===== src/rtl/dmem_arbiter.sv =====
// Round-robin arbiter sharing one single-port word memory between the pipeline
// MEM stage (port 0) and the loader/debug port (port 1); one access per 2 cycles.
module dmem_arbiter #(
  parameter int unsigned DEPTH = 64
) (
  input  logic        clk,
  input  logic        rst_n,
  input  logic        req0,
  input  logic        we0,
  input  logic [31:0] addr0,
  input  logic [31:0] wdata0,
  input  logic        req1,
  input  logic        we1,
  input  logic [31:0] addr1,
  input  logic [31:0] wdata1,
  output logic        gnt0,
  output logic        gnt1,
  output logic        done0,
  output logic        done1,
  output logic        err0,
  output logic        err1,
  output logic [31:0] rdata0,
  output logic [31:0] rdata1,
  output logic        mem_read,
  output logic        mem_write,
  output logic [31:0] mem_addr,
  output logic [31:0] mem_wdata,
  input  logic [31:0] mem_rdata
);

  typedef enum logic [1:0] {
    IDLE  = 2'd0,
    ISSUE = 2'd1,
    RESP  = 2'd2
  } state_t;

  state_t      r_state;
  state_t      w_next;
  logic        r_last;
  logic        r_port;
  logic        r_we;
  logic [31:0] r_addr;
  logic [31:0] r_wdata;
  logic [31:0] r_rdata0;
  logic [31:0] r_rdata1;

  logic        w_any;
  logic        w_win;
  logic        w_grant;
  logic        w_illegal;
  logic        w_valid_rd;

  assign w_any   = req0 | req1;
  // Under contention the port not named by the last-grant pointer wins.
  assign w_win   = req1 & (~req0 | ~r_last);
  assign w_grant = w_any & ((r_state == IDLE) | (r_state == RESP));

  assign w_illegal  = (r_addr[1:0] != 2'b00) | ({2'b00, r_addr[31:2]} >= 32'(DEPTH));
  assign w_valid_rd = (r_state == ISSUE) & ~w_illegal & ~r_we;

  always_comb begin
    w_next = r_state;
    case (r_state)
      IDLE:    if (w_any) w_next = ISSUE;
      ISSUE:   w_next = RESP;
      RESP:    w_next = w_any ? ISSUE : IDLE;
      default: w_next = IDLE;
    endcase
  end

  always_comb begin
    gnt0      = 1'b0;
    gnt1      = 1'b0;
    done0     = 1'b0;
    done1     = 1'b0;
    err0      = 1'b0;
    err1      = 1'b0;
    mem_read  = 1'b0;
    mem_write = 1'b0;
    case (r_state)
      ISSUE: begin
        gnt0      = ~r_port;
        gnt1      = r_port;
        mem_read  = ~w_illegal & ~r_we;
        mem_write = ~w_illegal & r_we;
      end
      RESP: begin
        done0 = ~r_port;
        done1 = r_port;
        err0  = ~r_port & w_illegal;
        err1  = r_port & w_illegal;
      end
      default: ;
    endcase
  end

  assign mem_addr  = r_addr;
  assign mem_wdata = r_wdata;
  assign rdata0    = r_rdata0;
  assign rdata1    = r_rdata1;

  always_ff @(posedge clk or negedge rst_n) begin
    if (!rst_n) begin
      r_state  <= IDLE;
      r_last   <= 1'b1;
      r_port   <= 1'b0;
      r_we     <= 1'b0;
      r_addr   <= '0;
      r_wdata  <= '0;
      r_rdata0 <= '0;
      r_rdata1 <= '0;
    end else begin
      r_state <= w_next;
      if (w_grant) begin
        r_port  <= w_win;
        r_last  <= w_win;
        r_we    <= w_win ? we1    : we0;
        r_addr  <= w_win ? addr1  : addr0;
        r_wdata <= w_win ? wdata1 : wdata0;
      end
      // Read data lives only in the RESP cycle; any other edge clears it.
      if (r_state == ISSUE) begin
        r_rdata0 <= (w_valid_rd & ~r_port) ? mem_rdata : '0;
        r_rdata1 <= (w_valid_rd &  r_port) ? mem_rdata : '0;
      end else begin
        r_rdata0 <= '0;
        r_rdata1 <= '0;
      end
    end
  end

endmodule


===== config.mk =====
export PLATFORM = sky130hd
export DESIGN_NAME = dmem_arbiter
export DESIGN_NICKNAME = d
export VERILOG_FILES = /design/src/rtl/dmem_arbiter.sv
export SDC_FILE = /design/constraint.sdc
export NUM_CORES = 1
export LEC_CHECK = 0
export CORE_MARGIN = 8
export CORE_UTILIZATION = 40
export DETAILED_ROUTE_END_ITERATION = 16
export HOLD_SLACK_MARGIN = 0.06
export PLACE_DENSITY = 0.91
export SYNTH_ARGS = -nofsm -noshare
export SYNTH_HDL_FRONTEND = slang
export SYNTH_SLANG_ARGS = --single-unit

===== constraint.sdc =====
create_clock -name clk -period 2.13 [get_ports clk]
set_clock_uncertainty 0.05 [all_clocks]
set_input_delay 0.3195 -clock clk [delete_from_list [all_inputs] [get_ports clk]]
set_output_delay 0.3195 -clock clk [all_outputs]
set_load 0.02 [all_outputs]

### Yosys cells after proc, flatten, opt, wreduce, memory -nomap -nowiden

Index checks and enable logic that the tools add are counted.

| storage, ports and cells | value |
|---|---|
| word-level logic and storage cells | 51 |
| bits in registers | 133 |

| cells by class | value |
|---|---|
| bitwise operators | 19 |
| equal/unequal tests | 3 |
| multiplexer cells | 18 |
| reduce and logical (&&, ||, !) cells | 2 |
| $lt $le $gt $ge | 1 |

Operators with widths:

| kind | count |
|---|---|
| $mux W32 | 6 |
| $ge A30 B7 Y1 const B | 1 |
| $and A1 B1 Y1 | 10 |
| $mux W1 | 10 |
| $pmux W2 S3 | 1 |
| $not A1 Y1 | 5 |
| $or A1 B1 Y1 | 4 |
| $eq A2 B1 Y1 const B | 1 |
| $eq A2 B2 Y1 const B | 1 |
| $logic_not A2 Y1 | 1 |
| $mux W2 | 1 |
| $ne A2 B2 Y1 const B | 1 |
| $reduce_bool A2 Y1 | 1 |

### Logic depth before layout (Yosys ltp)

Gate-level depths: netlist of run 1.

| depth | value |
|---|---|
| word-level depth | 8 |
| mapped depth | 6 |

### Worst setup path after synthesis of run 1

No wires, ideal clock.

| timing path | value |
|---|---|
| path type | register -> output |
| start | register r_addr[16] (netlist: mem_addr[16]) |
| end | output mem_read |
| path buffers | 1 |
| slack | -0.148 ns |
| stages on the path, launching flop included | 5 |
| required time | 1.761 ns |
| arrival | 1.908 ns |
| cells stage by stage | dfrtp_1 -> nor4_1 -> nand4_1 -> buf_2 -> nor4b_1 |

| between the ends | value |
|---|---|
| cells in the longest elaborated chain, start to end | 5 |

RTL lines:

| item | RTL line | text |
|---|---|---|
| from (decl) | 42 | `logic [31:0] r_addr;` |
| from (signal assigned) | 118 | `r_addr <= w_win ? addr1 : addr0;` |
| $ge A30 B7 Y1 | 58 | `assign w_illegal = (r_addr[1:0] != 2'b00) \| ({2'b00, r_addr[31:2]} >= 32'(DEPTH));` |
| $or A1 B1 Y1 | 58 |  |
| $not A1 Y1 | 84 | `mem_read = ~w_illegal & ~r_we;` |
| $and A1 B1 Y1 | 84 |  |
| $mux W1 | 80 | `case (r_state)` |
| to (decl) | 24 | `output logic mem_read,` |

Every way passes these cells.

### Worst setup path in the final report of run 1

| timing path | value |
|---|---|
| start | register r_addr[23] (netlist: mem_addr[23]) |
| end | output err0 |

| between the ends | value |
|---|---|
| cells in the longest elaborated chain, start to end | 4 |

RTL lines:

| item | RTL line | text |
|---|---|---|
| $ge A30 B7 Y1 | 58 |  |
| $or A1 B1 Y1 | 58 |  |
| $and A1 B1 Y1 | 90 | `err0 = ~r_port & w_illegal;` |
| $mux W1 | 80 |  |
| to (decl) | 20 | `output logic err0,` |

Every way passes these cells.

==> results.sh, run 1 <==
export IMPL_r2r_start="mem_addr[3]$_DFFE_PN0P_"
export IMPL_violations="negative setup slack"
export IMPL_yosys_area_share_simple_pct=20.4
export IMPL_cts_tree="built"
export IMPL_hp_class="in2async"
export IMPL_drc=0
export IMPL_port_buffers=301
export IMPL_wl_microns=20600
export IMPL_die_area_sq_mm=0.0185
export IMPL_endpoint_kind="output pin"
export IMPL_htree_levels=4
export IMPL_leakage_nw=4.13
export IMPL_crit_top_cell="buf_6"
export IMPL_fin_ws_ps=-144
export IMPL_max_stage_delay_ps=400
export IMPL_synth_top_family_by_area="simple AND/OR/NAND/NOR gates"
export IMPL_cts_made_buffers=17
export IMPL_hpwlAfterDp_microns=15300
export IMPL_synthFlopType="dfrtp_1"
export IMPL_vias=5426
export IMPL_rsz0062_at_grt="yes"
export IMPL_synth_cells=538
export IMPL_wl_per_cell_microns=19.4
export IMPL_grt_max_degree=105
export IMPL_antenna_found_initial=0
export IMPL_synth_cell_types=30
export IMPL_grt_use_met1_pct=23.6
export IMPL_drive_gt1_share_pct=14.3
export IMPL_period_needed_ps=2270
export IMPL_detail_route_antenna_nets=0
export IMPL_critPathKind="reg2out"
export IMPL_fp_dieH_microns=136
export IMPL_grt_pass1_vias=5706
export IMPL_groute_layer_met3_usage_pct=7.76
export IMPL_synth_most_common_cell="dfrtp_1"
export IMPL_drt_iter0_drc=362
export IMPL_synth_largest_area_cell="dfrtp_1"
export IMPL_start_util_pct=40.2
export IMPL_fin_crit_sh_pct=107
export IMPL_powerDensity_mw_per_mm2=845
export IMPL_max_slew_margin_pct=46.4
export IMPL_dr_pass1_iters=4
export IMPL_ir_drop_uv=483
export IMPL_synthMuxAreaShare_pct=11.3
export IMPL_fin_total_pwr_w=0.00844
export IMPL_ys_seq_elements=133
export IMPL_cp_start_kind="flop"
export IMPL_core_rowCount=44
export IMPL_use_met2_pct=38.4
export IMPL_synth_common_cells="dfrtp_1 (132), nand2_1 (128), mux2i_1 (65), o21ai_0 (65), nor4_1 (52)"
export IMPL_drv_cap=0
export IMPL_coreArea_sq_mm=0.0143
export IMPL_clk_pin_slew_ps=60
export IMPL_root_buffer="clkbuf_16"
export IMPL_path_cells="nor4_2 > nand4_1 > buf_6 > o31a_1 > buf_6"
export IMPL_setup_tns_ps=-332
export IMPL_synth_nets=704
export IMPL_placed_area_sq_mm=0.00928
export IMPL_grtUsageTotal_pct=21.9
export IMPL_fin_area_sq_mm=0.0100
export IMPL_tightest_slew_ps=803
export IMPL_synthArstFlopShare_pct=100
export IMPL_synth_xor_area_share_pct=0
export IMPL_area_growth_pct=73.7
export IMPL_critical_path_arrival_ps=1900
export IMPL_grt_overflow_total=0
export IMPL_synth_area_sq_mm=0.00575
export IMPL_gp_congestion=0.797
export IMPL_cts_sinks=133
export IMPL_hold_viol=0
export IMPL_vias_per_cell=5.12
export IMPL_final_nets=1028
export IMPL_n_antenna_cell=0
export IMPL_path_max_fanout=5
export IMPL_syn_area_per_cell_sq_um=10.7
export IMPL_synth_warnings=0
export IMPL_synth_edf_count=0
export IMPL_synthTopCellsByArea="dfrtp_1 (57%), mux2i_1 (11%), nand2_1 (8.3%), nor4_1 (5.7%), o21ai_0 (5.7%)"
export IMPL_slowest_stage="dfrtp_1"
export IMPL_max_clock_path_buffers=2
export IMPL_cp_required_ps=1760
export IMPL_fp_dieW_microns=136
export IMPL_grt_pass1_wl_microns=31200
export IMPL_synth_seq_area_share_pct=57.9
export IMPL_fmax_ghz=0.440
export IMPL_synth_top_area_share_pct=57.4
export IMPL_setup_viol=4
export IMPL_post_route_util_pct=69.8
export IMPL_synth_compound_area_share_pct=6.57
export IMPL_clkLatencyLatePin_ps=410
export IMPL_post_synth_fa_ha_maj_area_fraction_pct=0
export IMPL_pre_cts_ws_ps=-216
export IMPL_pin_count=302
export IMPL_startpoint="mem_addr[23]$_DFFE_PN0P_"
export IMPL_top_usage_layer="met2"
export IMPL_status="finished with violations"
export IMPL_slew_violations=0
==> worst max-delay path: cells and delay by family, from the launching register on <==
family	cells	cell delay, ps
DFF	1	400
buffers and inverters	2	300
AOI/OAI and AO/OA	1	350
and+or+nand+nor	2	440
==> kinds of logic (layout without fill, tap and decap cells) <==
| group | Yosys count | after routing |
|---|---|---|
| AOI/OAI and AO/OA | 72 | 72 |
| buffers and inverters | 52 | 389 |
| DFF | 133 | 133 |
| muxes | 65 | 65 |
| and+or+nand+nor | 216 | 216 |
==> path summary, 6_finish.rpt <==
kind	end	slack, ps	cells past startpoint
max	err0	-140	5
min	rdata0[31]$_DFF_PN0_	380	2
max reg2reg	rdata1[0]$_DFF_PN0_	170	5
min reg2reg	mem_wdata[4]$_DFFE_PN0P_	430	2
max in group asynchronous	r_last$_DFFE_PN1P_	1000	3
min in group clk	rdata1[28]$_DFF_PN0_	420	3
==> where the power goes <==
group	internal (W)	leakage, nW	switching (W)	total, W
Combinational	0.00118	2.09	0.00115	0.00233
Sequential	0.00280	1.74	0.000205	0.00301
Clock	0.00203	0.300	0.00108	0.00310
==> layout make-up <==
type	instances	area [sq um]
fill	1006	4320
sequential	133	3330
timing repair buffer	355	3480
clock inverter	11	174
inverter	2	7.51
clock buffer	21	460
multi-input combinational	353	2310
tap	184	230
==> sequential cells by signal, summed over array words and instances, names as in the netlist <==
| register | cells |
|---|---|
| rdata1 | 32 |
| r_last | 1 |
| r_state | 2 |
| mem_wdata | 32 |
| mem_addr | 32 |
| r_port | 1 |
| rdata0 | 32 |
| r_we | 1 |
==> stage by stage <==
stage / instances / hold slack (ps)
floorplan: 538 / -26.1
finish: 1059 / 379
CTS: 1059 / 385
detailed placement: 1024 / 252
global placement: 1024 / 248
global route: 1059 / 413
==> placed cells by master (no fill, tap or decap), types with 2 or more instances in the layout <==
cell	n
clkdlybuf4s50_1	292
dfrtp_1	132
nand2_1	128
mux2i_1	65
o21ai_0	65
buf_4	47
nor4_1	44
nor4_2	27
clkbuf_16	17
buf_6	6
buf_12	5
bufinv_16	4
clkinvlp_4	3
dlygate4sd2_1	3
nor2_1	2
nor3b_1	2
inv_1	2
o31a_1	2
clkinv_4	2
clkbuf_1	2
clkbuf_8	2
==> layer usage <==
layer,vias to the layer above,wire length [microns]
li1,2537,-
met1,2572,7420
met2,279,10700
met3,38,1920
met4,0,550
met5,-,0
==> repair_timing <==
action | CTS | global route
setup endpoints to repair | 54 | 69
resized for setup | 37 | 5
pin swaps | 5 | 0
hold endpoints to repair | 47 | 0
buffers inserted | 2 | 0
hold buffers | 1 | 0
(Power assumes the default switching activity.)
==> run 2, diff against run 1 <==
--- a/config.mk
+++ b/config.mk
@@ -5,7 +5,6 @@
 export SDC_FILE = /design/constraint.sdc
 export NUM_CORES = 1
 export LEC_CHECK = 0
-export CORE_MARGIN = 8
 export CORE_UTILIZATION = 40
 export DETAILED_ROUTE_END_ITERATION = 16
 export HOLD_SLACK_MARGIN = 0.06
==> run 2 against run 1 <==
  * Largest power group is now registers
  * Count of clock-buffer cells in the layout unchanged
  * Maximum frequency down 2.3%
  * Routed wire length down 12%
  * Critical endpoint is now mem_write
  * Sequential share of layout area up 0.39 points
  * The run still ends with negative setup slack left
  * Cell area down 1.2%
  * Critical path depth unchanged
  * Die area down 20%
==> results.sh, run 2 (synthesized netlist as in run 1, its figures left out) <==
export IMPL_setup_tns_ps=-452
export IMPL_fp_dieW_microns=122
export IMPL_layout_common_cells="clkdlybuf4s50_1 (292), dfrtp_1 (132), nand2_1 (128)"
export IMPL_status="finished with violations"
export IMPL_reg2regPathDepth=5
export IMPL_path_max_fanout=5
export IMPL_pin_count=302
export IMPL_grt_pass1_wl_microns=27700
export IMPL_hpwlAfterDp_microns=13200
export IMPL_gp_congestion=0.833
export IMPL_cp_required_ps=1760
export IMPL_tightest_slew_ps=777
export IMPL_hp_class="in2async"
export IMPL_port_buffers=301
export IMPL_cts_sinks=133
export IMPL_endpoint_kind="output pin"
export IMPL_drv_cap=0
export IMPL_regToRegSetupSlack_ps=110
export IMPL_clk_pin_slew_ps=50
export IMPL_nFillCells=955
export IMPL_fin_area_sq_mm=0.00988
export IMPL_final_nets=1027
export IMPL_detail_route_antenna_nets=0
export IMPL_drive_gt1_share_pct=13.6
export IMPL_powerDensity_mw_per_mm2=803
export IMPL_die_area_sq_mm=0.0149
export IMPL_slew_violations=0
export IMPL_violations="negative setup slack"
export IMPL_vias_per_cell=5.12
export IMPL_drc=0
export IMPL_grt_overflow_total=0
export IMPL_rsz0062_at_grt="yes"
export IMPL_max_clock_path_buffers=2
export IMPL_coreArea_sq_mm=0.0139
export IMPL_leakage_nw=4.09
export IMPL_crit_top_cell="nor4_4"
export IMPL_htree_levels=4
export IMPL_vias=5390
export IMPL_dr_pass1_iters=5
export IMPL_startpoint="mem_addr[17]$_DFFE_PN0P_"
export IMPL_critical_path_arrival_ps=1960
export IMPL_fin_crit_sh_pct=109
export IMPL_path_cells="nor4_4 > nand4_1 > buf_6 > nor4_4 > buf_4"
export IMPL_cts_tree="built"
export IMPL_fmax_ghz=0.430
export IMPL_grt_pass1_vias=5430
export IMPL_max_slew_margin_pct=48.2
export IMPL_core_rowCount=43
export IMPL_area_growth_pct=71.7
export IMPL_grtUsageTotal_pct=24.7
export IMPL_antenna_found_initial=0
export IMPL_ir_drop_uv=583
export IMPL_critPathKind="reg2out"
export IMPL_hold_viol=0
export IMPL_cp_endpoint="mem_write"
export IMPL_slowest_stage="dfrtp_1"
export IMPL_placed_area_sq_mm=0.00929
export IMPL_drt_iter0_drc=352
export IMPL_max_stage_delay_ps=420
export IMPL_fp_dieH_microns=122
export IMPL_mostFrequentLayoutCell="clkdlybuf4s50_1"
export IMPL_start_util_pct=41.3
export IMPL_setup_viol=4
export IMPL_cts_made_buffers=17
export IMPL_cts_setup_buffers=0
export IMPL_cp_start_kind="flop"
export IMPL_wl_per_cell_microns=17.1
export IMPL_n_antenna_cell=0
export IMPL_period_needed_ps=2330
export IMPL_wl_microns=18000
export IMPL_clkLatencyLatePin_ps=410
export IMPL_fin_ws_ps=-197
export IMPL_reg2reg_to="rdata1[9]$_DFF_PN0_"
export IMPL_root_buffer="clkbuf_16"
export IMPL_r2r_start="mem_addr[17]$_DFFE_PN0P_"
export IMPL_grt_max_degree=70
[run 2: report_power, final]
group | switching, W | total, W | internal (W)
combinational | 0.00112 | 0.00229 | 0.00117
clock | 0.00103 | 0.00265 | 0.00161
sequential | 0.000197 | 0.00300 | 0.00281
total | 0.00235 | 0.00794 | 0.00559
[run 2: area by class of cell]
type,instances,area [sq um],share of cell area (%)
Clock buffer,21,450,4.56
Sequential cell,133,3330,33.7
Tap cell,180,225,2.28
Multi-Input combinational cell,353,2310,23.4
Inverter,2,7.51,0.0760
Timing Repair Buffer,354,3480,35.2
Clock inverter,10,83.8,0.848
[run 2: per-stage QoR]
stage | hold slack, ps | instances | power [W] | setup WS (ps) | util (%)
global route | 365 | 1053 | 0.00829 | -315 | 70.9
floorplan | -26.1 | 538 | 0.00393 | 115 | -
finish | 327 | 1053 | 0.00794 | -197 | 70.9
detailed placement | 195 | 1021 | 0.00529 | -219 | 66.7
CTS | 327 | 1053 | 0.00797 | -175 | 70.7
global placement | 191 | 1021 | 0.00524 | -133 | 66.7
[run 2: repair_timing]
action                     4_1_cts  5_1_grt
resized for setup               33        5
hold buffers                     1        0
setup endpoints to repair        8       68
pin swaps                        6        3
hold endpoints to repair        37        0
[run 2: how the worst min path moves through the flow]
| stage | slack [ps] | depth (start not counted) | startpoint | endpoint |
|---|---|---|---|---|
| 6_report | 330 | 2 | rst_n | rdata1[22]$_DFF_PN0_ |
| 5_1_grt | 360 | 2 | rst_n | rdata1[22]$_DFF_PN0_ |
| 3_5_place_dp | 190 | 1 | rst_n | rdata1[22]$_DFF_PN0_ |
| 3_3_place_gp | 190 | 1 | rst_n | rdata1[22]$_DFF_PN0_ |
| 4_1_cts | 330 | 2 | rst_n | r_we$_DFFE_PN0P_ |
| 2_1_floorplan | -30 | 0 | rst_n | mem_addr[0]$_DFFE_PN0P_ |
[run 2: worst max-delay path: cells and delay by family (launching register included)]
kind | cells | cell delay, ps
flops | 1 | 420
simple gates | 3 | 760
buf+inv | 2 | 360
[run 2: metal layers]
layer | wire length, microns | global-route usage, % | vias up
met5 | 0 | 0 | -
met4 | 440 | 11.2 | 0
met3 | 1320 | 6.84 | 36
met2 | 9370 | 41.9 | 241
met1 | 6910 | 28.8 | 2574
li1 | - | - | 2539
==> run 3, diff against run 2 <==
--- a/config.mk
+++ b/config.mk
@@ -5,6 +5,7 @@
 export SDC_FILE = /design/constraint.sdc
 export NUM_CORES = 1
 export LEC_CHECK = 0
+export CAP_MARGIN = 10
 export CORE_UTILIZATION = 40
 export DETAILED_ROUTE_END_ITERATION = 16
 export HOLD_SLACK_MARGIN = 0.06
==> results of run 3 <==
The final DEF is identical to that of run 2; final timing and power are the same.
